$ cat src/rtl/mem_pkg.sv
// Shared types and constants for the mem_ctrl storage block.
// Holds the FSM state encoding, legal read-latency bounds and depth helper.
package mem_pkg;

  localparam int RLAT_MIN = 1;
  localparam int RLAT_MAX = 4;

  typedef enum logic [0:0] {
    IDLE  = 1'b0,
    CLEAR = 1'b1
  } state_t;

  function automatic int depth_f(input int aw);
    return 32'sd1 << aw;
  endfunction

endpackage

$ cat src/rtl/mem_rd_pipe.sv
// Read return pipeline: stage 0 captures the word at the acceptance edge,
// RLAT-1 further stages delay it; data only moves with a valid bit so rdata holds.
module mem_rd_pipe #(
  parameter int DWIDTH = 8,
  parameter int RLAT   = 1
) (
  input  logic              clk,
  input  logic              rst_n,
  input  logic              in_valid,
  input  logic [DWIDTH-1:0] in_data,
  output logic              rvalid,
  output logic [DWIDTH-1:0] rdata
);

  logic [RLAT-1:0]   vld_r;
  logic [DWIDTH-1:0] dat_r [RLAT];

  // Valid/data shift register; a stage's data only updates when a valid word enters it
  always_ff @(posedge clk or negedge rst_n) begin
    if (!rst_n) begin
      vld_r <= '0;
      for (int i = 0; i < RLAT; i++) begin
        dat_r[i] <= '0;
      end
    end else begin
      vld_r[0] <= in_valid;
      if (in_valid) begin
        dat_r[0] <= in_data;
      end
      for (int i = 1; i < RLAT; i++) begin
        vld_r[i] <= vld_r[i-1];
        if (vld_r[i-1]) begin
          dat_r[i] <= dat_r[i-1];
        end
      end
    end
  end

  assign rvalid = vld_r[RLAT-1];
  assign rdata  = dat_r[RLAT-1];

endmodule

$ cat src/rtl/mem_ctrl.sv
// Single-port synchronous memory with ready handshake, configurable read
// latency and a hardware clear sweep that writes INIT_VAL to every entry.
module mem_ctrl
  import mem_pkg::*;
#(
  parameter int                AWIDTH   = 5,
  parameter int                DWIDTH   = 8,
  parameter int                RLAT     = 1,
  parameter logic [DWIDTH-1:0] INIT_VAL = '0
) (
  input  logic              clk,
  input  logic              rst_n,
  input  logic              req,
  input  logic              wr,
  input  logic [AWIDTH-1:0] addr,
  input  logic [DWIDTH-1:0] wdata,
  output logic              ready,
  input  logic              clr,
  output logic              busy,
  output logic              clr_done,
  output logic              rvalid,
  output logic [DWIDTH-1:0] rdata
);

  localparam int DEPTH = depth_f(AWIDTH);

  if ((RLAT < RLAT_MIN) || (RLAT > RLAT_MAX)) begin : g_bad_rlat
    $error("mem_ctrl: RLAT must lie in 1..4");
  end

  state_t            state_r;
  logic [AWIDTH-1:0] cnt_r;
  logic              clr_done_r;
  logic [DWIDTH-1:0] mem_r [DEPTH];

  logic              acc_s;
  logic              rd_acc_s;
  logic              wr_en_s;
  logic [AWIDTH-1:0] wr_addr_s;
  logic [DWIDTH-1:0] wr_data_s;
  logic [DWIDTH-1:0] rd_word_s;

  assign acc_s     = req && (state_r == IDLE);
  assign rd_acc_s  = acc_s && !wr;
  assign rd_word_s = mem_r[addr];

  // The single write port is owned by the sweep while clearing, by the request otherwise
  always_comb begin
    wr_en_s   = 1'b0;
    wr_addr_s = '0;
    wr_data_s = '0;
    if (state_r == CLEAR) begin
      wr_en_s   = 1'b1;
      wr_addr_s = cnt_r;
      wr_data_s = INIT_VAL;
    end else begin
      wr_en_s   = acc_s && wr;
      wr_addr_s = addr;
      wr_data_s = wdata;
    end
  end

  // Storage array, deliberately left out of reset
  always_ff @(posedge clk) begin
    if (wr_en_s) begin
      mem_r[wr_addr_s] <= wr_data_s;
    end
  end

  // Clear FSM and sweep counter; the counter wraps to zero on the final write
  always_ff @(posedge clk or negedge rst_n) begin
    if (!rst_n) begin
      state_r    <= IDLE;
      cnt_r      <= '0;
      clr_done_r <= 1'b0;
    end else begin
      case (state_r)
        IDLE: begin
          clr_done_r <= 1'b0;
          if (clr) begin
            state_r <= CLEAR;
            cnt_r   <= '0;
          end
        end
        CLEAR: begin
          cnt_r <= cnt_r + AWIDTH'(1);
          if (cnt_r == '1) begin
            state_r    <= IDLE;
            clr_done_r <= 1'b1;
          end else begin
            clr_done_r <= 1'b0;
          end
        end
        default: begin
          state_r    <= IDLE;
          clr_done_r <= 1'b0;
        end
      endcase
    end
  end

  assign ready    = (state_r == IDLE);
  assign busy     = (state_r == CLEAR);
  assign clr_done = clr_done_r;

  mem_rd_pipe #(
    .DWIDTH (DWIDTH),
    .RLAT   (RLAT)
  ) u_rd_pipe (
    .clk      (clk),
    .rst_n    (rst_n),
    .in_valid (rd_acc_s),
    .in_data  (rd_word_s),
    .rvalid   (rvalid),
    .rdata    (rdata)
  );

endmodule

$ cat config.mk
export PLATFORM = sky130hd
export DESIGN_NAME = mem_ctrl
export DESIGN_NICKNAME = d
export VERILOG_FILES = /design/src/rtl/mem_pkg.sv /design/src/rtl/mem_rd_pipe.sv /design/src/rtl/mem_ctrl.sv
export SDC_FILE = /design/constraint.sdc
export NUM_CORES = 1
export LEC_CHECK = 0
export BUFFER_PORTS_ARGS = -buffer_cell sky130_fd_sc_hd__buf_2
export CORE_MARGIN = 4
export CORE_UTILIZATION = 65
export DETAILED_ROUTE_END_ITERATION = 8
export GPL_TIMING_DRIVEN = 0
export PLACE_DENSITY = 0.83
export SYNTH_ARGS = -nofsm -noshare
export SYNTH_HDL_FRONTEND = slang
export SYNTH_SLANG_ARGS = --single-unit
export TNS_END_PERCENT = 10
$ cat constraint.sdc
create_clock -name clk -period 6.3 [get_ports clk]
set_clock_uncertainty 0.1 [all_clocks]
set_input_delay 0.63 -clock clk [delete_from_list [all_inputs] [get_ports clk]]
set_output_delay 0.63 -clock clk [all_outputs]
set_load 0.03 [all_outputs]
Word-level counts from Yosys, hierarchy flattened
Memory sizes are Yosys's and may differ from the RTL's. A register that Yosys moved wholly into a read port is not among the register bits.
Index checks and enable logic that the tools add are counted.
Cells by class
  $add $sub $neg: 1
  multipliers: 0
  div/mod/pow operators: 0
  magnitude comparators: 0
  eq/ne operators: 2
  shift-type cells: 0
  muxes and demuxes: 12
  bitwise gates (word level): 1
  reduce and logical (&&, ||, !) cells: 5
Operator list (number)
  2-to-1 mux 5 bit: 2
  case mux 5 bit (2 select lines): 1
  2-to-1 mux 8 bit: 1
  2-to-1 mux 1 bit: 6
  adder 5 x 1 -> 5 bit (second input constant): 1
  == test 5 bit (second input constant): 1
  case mux 1 bit (2 select lines): 2
  logical AND 1 bit: 3
  logical NOT 1 bit: 2
  inequality test 2 x 1 -> 1 bit (second input constant): 1
  NOT 1 bit: 1
Word-level totals
  bits in registers: 8
  bits in latches: 0
  memory bits (writable): 256
  memory bits (read-only): 0
  input port bits: 18
  output and inout port bits: 12
  logic and storage cells: 26
  memories: 1
Memory list
  mem_r: words 32, bits a word 8, rd ports 1, clocked after Yosys merged registers in 1, write ports 1, RTL line mem_ctrl.sv:34  | logic [DWIDTH-1:0] mem_r [DEPTH];

Longest topological paths before layout
  depth in word-level cells: 6
  mapped depth: 8
  gate-level depth less buffers: 5

Cells and area by module
Synthesis repeated with hierarchy kept, for this count alone.
Second synthesis, totals
  cell total of the unflattened synthesis: 482
  area total of the unflattened synthesis: 10734.0 um2
By module, submodules not included
  mem_ctrl: instances 1, cells each 464, area an instance 10377.5 um2, sequential area each 7862.5 um2
  mem_rd_pipe: instances 1, cells each 18, area an instance 356.6 um2, sequential area each 225.2 um2

Worst setup path before layout
No wires, ideal clock.
  kind: input port to flip-flop
  start: input addr[0]
  end: memory mem_r[0][0], enable pin
  setup time: 0.370 ns
  data arrival time: 2.137 ns
  data required time: 5.830 ns
  setup slack: 3.693 ns
  stages on the path: 7
  path buffers: 4
  path through: buf_6 buf_12 buf_12 buf_4 o32ai_1 nand2_1 nor2_1
On the way
  cells in the longest elaborated chain, start to end: 1
Ends and longest elaborated chain
  start, declared: RTL line mem_ctrl.sv:15  | input logic [AWIDTH-1:0] addr,
  2-to-1 mux 5 bit: RTL line mem_ctrl.sv:52  | if (state_r == CLEAR) begin
  end, declared: RTL line mem_ctrl.sv:34
Every way passes these cells.

Final worst setup path
  start: register state_r (netlist: busy)
  end: memory mem_r[24][4], enable pin
On the way
  cells in the longest elaborated chain, start to end: 6
  elaborated cells between the ends (all ways): 7
  those cells by class: 4 x mux; 1 x bitwise; 2 x reduce/logical
Ends and longest elaborated chain
  start, declared: RTL line mem_ctrl.sv:31  | state_t state_r;
  start signal, assigned: RTL line mem_ctrl.sv:73  | state_r <= IDLE;
  start signal, assigned: RTL line mem_ctrl.sv:81  | state_r <= CLEAR;
  start signal, assigned: RTL line mem_ctrl.sv:88  | state_r <= IDLE;
  NOT 1 bit
  logical AND 1 bit: RTL line mem_ctrl.sv:43  | assign acc_s = req && (state_r == IDLE);
  logical AND 1 bit: RTL line mem_ctrl.sv:57  | wr_en_s = acc_s && wr;
  2-to-1 mux 1 bit: RTL line mem_ctrl.sv:52
  2-to-1 mux 1 bit: RTL line mem_ctrl.sv:65  | if (wr_en_s) begin
  2-to-1 mux 1 bit (not written as such): RTL line mem_ctrl.sv:66  | mem_r[wr_addr_s] <= wr_data_s;
Several ways; a longest one is shown, not always the timed one.

==> flow_summary.yaml <==
hold_path:
  holdPathEnd: "cnt_r[4]$_DFFE_PN0P_"
  holdPathStages: 2
  worstHoldPathType: "input port to register"
  hp-start: "clr"
drt:
  num_vias: 6268
  drt-total-wl_um: 25000
  drc: 0
  drt_first_iter_violations: 907
  vias_per_cell: 6.67
  final_antenna_net_count: 0
  routedWlPerCell_um: 26.5
  dr.pass1.iters: 6
yosys:
  synth_top_area_frac: 0.701
  avgSynthCellArea_um2: 17.1
  synth_flop_cell: "edfxtp_1"
  ys_seq_area_frac: 0.738
  ys_types: 34
  synthMostInstantiatedCell: "edfxtp_1"
  synth_edf_count: 256
  synth_largest_area_cell: "edfxtp_1"
  syn_nets: 660
  synthTopCellsByArea: "edfxtp_1 70%, mux2i_1 12%, dfrtp_1 3.7%"
  netlist_instances: 640
  ys_warn_count: 0
  synthArstFlopShare: 0.0588
  syn-cell-area_um2: 11000
  synth_seq_cells: 272
  ys_top_cells_by_count: "256 x edfxtp_1, 130 x mux2i_1, 36 x nor2_1"
worst_setup_path:
  r2r_slack_ps: 3380
  reg2reg_depth: 6
  timing.rr.end: "mem_r[24][4]$_DFFE_PP_"
  crit_type: "register to register"
  critPathArrivalTime_ps: 2960
  cp-start-kind: "register"
  r2r_start: "busy$_DFF_PN0_"
  required_ps: 6340
  cp-end-kind: "register"
  crit_path_max_fanout: 10
place:
  io_buffers: 28
  place_congestion: 0.894
  dp_hpwl_um: 16100
  post-place-ws_ps: 3090
flow_run:
  cap_violations: 0
timing:
  rsz0062_at_grt: "no"
  tightest_slew_ps: 935
  finalSetupViolCount: 0
  finalCritPeriodShare: 0.464
  min_period_ps: 2920
  maxClockFrequency_ghz: 0.342
  slew_headroom: 0.374
  finalWorstSetupSlack_ps: 3380
  drv_slew: 0
  hold_ws_ps: 247
  tns_ps: 0
  hold_viol: 0
pwr:
  power_density_nw_per_um2: 367
  report.power.total_mw: 4.50
  vdd.ir_drop.worst_mv: 0.335
  power_leakage_nw: 4.48
die:
  dieArea_um2: 19000
  initial_utilization: 0.661
  rows: 47
  ioPinCount: 30
  die_w_um: 138
  core_area_um2: 16600
  die_h_um: 138
clock_network:
  cts.sink_count: 272
  clockRootBuffer: "clkbuf_16"
  insertion_delay_ps: 530
  cts_made_buffers: 25
  cts_max_level: 1
  cts_setup_buffers: 0
  clk_pin_slew_ps: 60
  cts_tree: "yes"
  cts.path.max_buffers: 3
global_routing:
  antenna_found_initial: 0
  grt_overflow: 0
  grt_pass1_vias: 6307
  grt_max_degree: 33
  grt_usage: 0.271
  grt_pass1_wl_um: 37500
finish:
  area_growth_pct: 11.8
  finalNetCount: 724
  final_core_util: 0.739
  drive_above_1_share: 0.151
  diodes: 0
  ff_latch_area_um2: 8090
  fill_cells: 948
  multi_input_area_um2: 2610
status:
  status: "finished clean"
[worst max-delay path, cell delays in order, from the launching register on]
cell and delay (ps):
dfrtp_1 340, buf_2 230, clkbuf_1 500, nand2_1 210
o22ai_1 270, nand2_1 150, nor2_1 750
[timing repair]
item / CTS / global route
hold buffers: 1 / 0
hold endpoints to repair: 16 / 0
gates resized for setup: 0 / 0
[layout make-up]
class	count	share of cell area
Multi-Input combinational cell	329	0.213
Buffer	35	0.0226
Tap cell	220	0.0225
Inverter	4	0.00122
Clock buffer	29	0.0523
Clock inverter	14	0.00704
Timing Repair Buffer	37	0.0220
Sequential cell	272	0.660
[state kept, by name, summed over array words and instances (netlist names)]
signal,flops
busy,1
clr_done,1
cnt_r,5
mem_r,256
u_rd_pipe.rdata,8
u_rd_pipe.rvalid,1
[layout by cell type, fill, tap and decap left out, types with 7 or more instances in the layout]
cell,count
a221oi_1,8
buf_8,8
clkinv_1,11
a21oi_1,16
a22oi_1,32
nor2b_2,8
clkbuf_16,25
mux2i_1,130
a221oi_2,8
dfrtp_1,16
nor2_1,36
buf_2,35
a22o_1,16
buf_6,7
o22ai_1,13
clkbuf_1,15
edfxtp_1,256
nand2_1,30
[per-layer routing]
metal / global-route usage / wire [um]
met5: 0 / 0
met2: 0.452 / 12200
met1: 0.362 / 9200
met3: 0.0457 / 2550
met4: 0.108 / 1000
[report_power, final]
group | internal (mW) | switching (mW)
Clock | 0.762 | 0.610
Combinational | 0.214 | 0.554
Sequential | 2.27 | 0.0920
Total | 3.25 | 1.26
[worst max path at each step]
stage	cells past startpoint	to	startpoint
4_1_cts	6	mem_r[27][3]$_DFFE_PP_	busy$_DFF_PN0_
3_5_place_dp	7	mem_r[8][5]$_DFFE_PP_	addr[0]
2_1_floorplan	7	mem_r[0][0]$_DFFE_PP_	addr[0]
5_1_grt	6	mem_r[9][6]$_DFFE_PP_	busy$_DFF_PN0_
6_report	6	mem_r[24][4]$_DFFE_PP_	busy$_DFF_PN0_
3_3_place_gp	3	mem_r[24][6]$_DFFE_PP_	busy$_DFF_PN0_
[per-stage QoR]
step / area [um^2] / instances
final: 12300 / 940
after CTS: 12300 / 940
after global routing: 12300 / 940
after floorplan: 11000 / 640
after detailed placement: 11500 / 896
after global placement: 11400 / 888
[cell families (layout without fill, tap and decap cells)]
kind of cell / after synthesis / in the layout / synth area share
fa+ha+maj: 2 / 2 / 0.00228
simple gates: 86 / 86 / 0.0337
compound gates: 108 / 108 / 0.0783
flops: 272 / 272 / 0.738
mux: 132 / 132 / 0.121
buf+inv: 39 / 119 / 0.0266
xor+xnor: 1 / 1 / 0.000799
(Power assumes the default switching activity.)
